[config.mk]
export PLATFORM = sky130hd
export DESIGN_NAME = bus_dispatcher
export DESIGN_NICKNAME = d
export VERILOG_FILES = /design/src/rtl/bus_dispatcher.sv
export SDC_FILE = /design/constraint.sdc
export NUM_CORES = 1
export LEC_CHECK = 0
export CORE_AREA = 2 2 111 113
export DETAILED_ROUTE_END_ITERATION = 7
export DIE_AREA = 0 0 113 115
export DONT_BUFFER_PORTS = 1
export SLEW_MARGIN = 0
export SYNTH_ARGS = -nofsm -noshare
export SYNTH_HDL_FRONTEND = slang
export SYNTH_SLANG_ARGS = --single-unit
[constraint.sdc]
create_clock -name clk -period 3.5 [get_ports clk]
set_input_delay 0.35 -clock clk [delete_from_list [all_inputs] [get_ports clk]]
set_output_delay 0.35 -clock clk [all_outputs]
set_load 0.05 [all_outputs]
[src/rtl/bus_dispatcher.sv]
// Broadcasts one packet to all caster columns and collects column psums round-robin.
// Latency: packet on bus 1 cycle after accept, collected psum on out_data 1 cycle after grant.
// Backpressure: in_ready low until every column accepts or the wait expires; out_data held while out_ready is low.
module bus_dispatcher #(
    parameter int DATA_WIDTH = 16,
    parameter int NUM_COL    = 4,
    parameter int TAG_WIDTH  = 4,
    parameter int TIMEOUT    = 64
) (
    input  logic                            clk,
    input  logic                            rstn,
    input  logic                            in_valid,
    output logic                            in_ready,
    input  logic [1:0]                      in_type,
    input  logic [TAG_WIDTH-1:0]            in_tag,
    input  logic [2*DATA_WIDTH-1:0]         in_data,
    output logic [DATA_WIDTH-1:0]           ifmap_data_B2M,
    output logic [DATA_WIDTH-1:0]           fltr_data_B2M,
    output logic [2*DATA_WIDTH-1:0]         psum_data_B2M,
    output logic [2:0]                      caster_en,
    output logic [TAG_WIDTH-1:0]            tag,
    input  logic [NUM_COL-1:0]              caster_ready,
    input  logic [NUM_COL-1:0]              caster_valid,
    input  logic [NUM_COL*2*DATA_WIDTH-1:0] psum_data_M2B,
    output logic [NUM_COL-1:0]              caster_ack,
    output logic                            out_valid,
    input  logic                            out_ready,
    output logic [2*DATA_WIDTH-1:0]         out_data,
    output logic [$clog2(NUM_COL)-1:0]      out_col,
    output logic                            err
);
    localparam int PW = 2 * DATA_WIDTH;
    localparam int CW = $clog2(NUM_COL);
    localparam int TW = $clog2(TIMEOUT);

    typedef enum logic {IDLE, BCAST} state_t;

    state_t            st, st_nxt;
    logic [1:0]        typ_q;
    logic [TAG_WIDTH-1:0] tag_q;
    logic [PW-1:0]     data_q;
    logic [TW-1:0]     cnt;
    logic              err_q;
    logic              accept, all_rdy, drop, expired;

    assign accept  = in_valid && in_ready;
    assign all_rdy = &caster_ready;
    assign drop    = accept && (in_type == 2'd3);
    assign expired = (st == BCAST) && !all_rdy && (cnt == TW'(TIMEOUT - 1));
    assign err     = err_q;

    always_ff @(posedge clk or negedge rstn) begin
        if (!rstn) st <= IDLE;
        else       st <= st_nxt;
    end

    always_comb begin
        st_nxt = st;
        case (st)
            IDLE:    if (accept && in_type != 2'd3) st_nxt = BCAST;
            BCAST:   if (all_rdy || expired)        st_nxt = IDLE;
            default: st_nxt = IDLE;
        endcase
    end

    // in_ready is gated by rstn so every output reads 0 while reset is held
    always_comb begin
        in_ready       = rstn && (st == IDLE);
        caster_en      = 3'b000;
        tag            = '0;
        ifmap_data_B2M = '0;
        fltr_data_B2M  = '0;
        psum_data_B2M  = '0;
        if (st == BCAST) begin
            tag = tag_q;
            case (typ_q)
                2'd0: begin caster_en = 3'b001; ifmap_data_B2M = data_q[DATA_WIDTH-1:0]; end
                2'd1: begin caster_en = 3'b010; fltr_data_B2M  = data_q[DATA_WIDTH-1:0]; end
                2'd2: begin caster_en = 3'b100; psum_data_B2M  = data_q; end
                default: caster_en = 3'b000;
            endcase
        end
    end

    always_ff @(posedge clk or negedge rstn) begin
        if (!rstn) begin
            typ_q  <= '0;
            tag_q  <= '0;
            data_q <= '0;
            cnt    <= '0;
            err_q  <= 1'b0;
        end else begin
            err_q <= drop || expired;
            cnt   <= (st == BCAST) ? cnt + 1'b1 : '0;
            if (accept) begin
                typ_q  <= in_type;
                tag_q  <= in_tag;
                data_q <= in_data;
            end
        end
    end

    logic [PW-1:0] col_psum [NUM_COL];
    logic [CW-1:0] rr, gnt_idx, scan_idx;
    logic          take, gnt_vld;

    for (genvar c = 0; c < NUM_COL; c++) begin : g_col
        assign col_psum[c] = psum_data_M2B[c*PW +: PW];
    end

    assign take = !out_valid || out_ready;

    // scan starts at rr so the column after the last winner has top priority
    always_comb begin
        gnt_vld    = 1'b0;
        gnt_idx    = '0;
        scan_idx   = '0;
        caster_ack = '0;
        for (int i = 0; i < NUM_COL; i++) begin
            scan_idx = CW'((int'(rr) + i) % NUM_COL);
            if (!gnt_vld && caster_valid[scan_idx]) begin
                gnt_vld = 1'b1;
                gnt_idx = scan_idx;
            end
        end
        if (rstn && take && gnt_vld) caster_ack[gnt_idx] = 1'b1;
    end

    always_ff @(posedge clk or negedge rstn) begin
        if (!rstn) begin
            rr        <= '0;
            out_valid <= 1'b0;
            out_data  <= '0;
            out_col   <= '0;
        end else if (take && gnt_vld) begin
            out_valid <= 1'b1;
            out_data  <= col_psum[gnt_idx];
            out_col   <= gnt_idx;
            rr        <= (gnt_idx == CW'(NUM_COL - 1)) ? '0 : gnt_idx + 1'b1;
        end else if (out_ready) begin
            out_valid <= 1'b0;
        end
    end
endmodule

==> reports/metrics.cfg <==
[timing]
skew_ns = 0.00578
finalCritPeriodShare = 0.848
tns_ns = 0
setup_violations = 0
report.final.slew_viol_count = 0
finalCriticalPeriod_ns = 2.97
tightest_slew_ns = 0.877
max_freq_ghz = 0.337
slew_headroom = 0.415
hold_viol_final = 0
rsz0062_at_grt = false

[finish]
fillerInstances = 1114
instances_no_fill = 622
num_antenna_cells = 0
area_growth_pct = 9.96
drive_above_1_share = 0.196
num-nets-final = 652
layout_common_cells = 83 x dfrtp_1, 73 x and2_1, 48 x a211oi_1, 41 x mux2_2, 38 x nand2_1
layout_commonest_cell = dfrtp_1

[global_route]
grt-ovfl-total = 0
grt_first_pass_wirelength_um = 19500
grt_max_degree = 84
grt_pass1_vias = 3519
antenna_found_initial = 0
track_usage = 0.194

[cts]
cts.sinks = 83
root_buffer = clkbuf_16
htreeDepth = 3
clockBufferDepth = 2
ctsHoldBuffers = 2
numCtsBuffers = 9
post-cts-setup-buffers = 0
clkLatencyLatePin_ns = 0.33
path_clk_slew_ns = 0.06
cts_resized = 0
cts_tree = done

[route]
wl_um = 12900
drtPass1Iterations = 7
drtIter0Drc = 226
via_count = 3606
wl_per_cell_um = 20.7
drc = 20
ant_nets = 0
viasPerCell = 5.80

[synthesis]
ys_ff_latch = 83
ys_seq_area_frac = 0.430
async_flop_share = 1.00
synth_ff_type = dfrtp_1
syn_nets = 664
synth_area_um2 = 4830
synth-edff-count = 0
synthCells = 483
yosys.cell_types.count = 39
ys_warn_count = 0
synth.avg_cell_area_um2 = 10.0

[outcome]
status = finished with violations
violations = design-rule violations

[die]
start_util = 0.409
core_area_um2 = 11800
die_y_um = 115
rows = 40
die_x_um = 113
pin_count = 290
die_area_um2 = 13000

[pwr]
power_density_nw_per_um2 = 1020
leakagePower_nw = 2.26
ir_worst_vdd_mv = 0.414

[setup_path]
cp_max_fo = 33
ff2ff_setup_slack_ns = 0.96
r2r_cells = 7
r2r_start = rr[1]
critPathKind = flop to output port
crit_end = caster_ack[2]
rr_endpoint = out_data[11]
cp.required_ns = 3.15
startpoint = rr[1]
worst_setup_path_start_kind = flop
crit_path_end_kind = output port
arrival_ns = 2.62

[placement]
hpwlAfterDp_um = 9390
gp_congestion = 0.756
placed_cells = 605
numPortBuffers = 0

[hold_path]
hold_path.class = primary input to flop

[flow_run]
maxCapViolCount = 0

worst max-delay path, cell delays in order, from the launching register on:
cell      delay (ns)
dfrtp_1         0.43
nand3b_1        0.11
buf_4           0.33
and3_1          0.35
clkinv_2        0.38
ha_1            0.34
and3_1          0.34
where the power goes:
part           internal (W)  total [W]  switching [W]
sequential          0.00136    0.00226       0.000898
combinational      0.000651    0.00220        0.00155
clock              0.000641   0.000990       0.000349
metrics by stage:
stage | setup WS [ns] | hold WS (ns) | total power, W | instance area (µm²) | util
CTS | 0.497 | 0.0917 | 0.00552 | 5320 | 0.450
finish | 0.531 | 0.110 | 0.00545 | 5320 | 0.450
global route | 0.335 | 0.0920 | 0.00575 | 5320 | 0.450
floorplan | 0.737 | 0.0544 | 0.00415 | 4830 | -
detailed placement | 0.855 | 0.0566 | 0.00447 | 4970 | 0.421
global placement | 0.932 | 0.0564 | 0.00443 | 4970 | 0.421
cells by family (layout without fill, tap and decap cells):
| kind of cell | after synthesis | count (layout) | synth area share |
|---|---|---|---|
| mux | 74 | 74 | 0.164 |
| flops | 83 | 83 | 0.430 |
| simple gates | 200 | 200 | 0.213 |
| xor+xnor | 3 | 3 | 0.00544 |
| fa+ha+maj | 3 | 3 | 0.00776 |
| compound gates | 77 | 77 | 0.132 |
| buf+inv | 43 | 35 | 0.0481 |
how the worst min path moves through the flow:
| stage | startpoint | end | slack, ns | cells past startpoint |
|---|---|---|---|---|
| global placement | rstn | out_data[26] | 0.06 | 0 |
| detailed placement | rstn | out_data[26] | 0.06 | 0 |
| CTS | out_ready | out_valid | 0.09 | 1 |
| floorplan | rstn | cnt[0] | 0.05 | 0 |
| finish | out_ready | out_valid | 0.11 | 1 |
| global route | out_ready | out_valid | 0.09 | 1 |
registers in the layout (all words and copies together), names as in the netlist:
name and cells:
out_col 2, out_valid 1, cnt 6, tag_q 4
out_data 32, typ_q 2, data_q 32, st 1
err 1, rr 2
layer usage:
metal / vias up / share of wire / global-route usage / wire [µm]
li1: 1680 / - / - / -
met1: 1724 / 0.39 / 0.234 / 5060
met2: 194 / 0.50 / 0.323 / 6440
met3: 8 / 0.094 / 0.0622 / 1210
met4: 0 / 0.011 / 0.0797 / 140
met5: - / 0 / 0 / 0
cell type report:
type                            count  area [µm²]  area share
Clock buffer                       13         250      0.0471
Clock inverter                      2        60.1      0.0113
Inverter                            4        16.3     0.00306
Multi-Input combinational cell    357        2560       0.482
Sequential cell                    83        2080       0.391
Tap cell                          147         184      0.0346
Timing Repair Buffer               16         168      0.0315
synthesized netlist by cell type, drive strengths merged (2+ instances only):
library cell | n | area share
nor3 | 34 | 0.035
mux2i | 33 | 0.068
clkbuf | 27 | 0.021
and3 | 4 | 0.0052
buf | 12 | 0.024
mux2 | 41 | 0.095
a21oi | 5 | 0.0052
ha | 3 | 0.0078
xnor2 | 2 | 0.0036
o21ai | 3 | 0.0031
nand3 | 3 | 0.0031
nor2 | 35 | 0.027
and3b | 2 | 0.0036
nand2 | 38 | 0.030
nor2b | 3 | 0.0039
a211oi | 64 | 0.12
inv | 3 | 0.0023
nand2b | 2 | 0.0026
and2 | 73 | 0.094
dfrtp | 83 | 0.43
(Power assumes the default switching activity.)
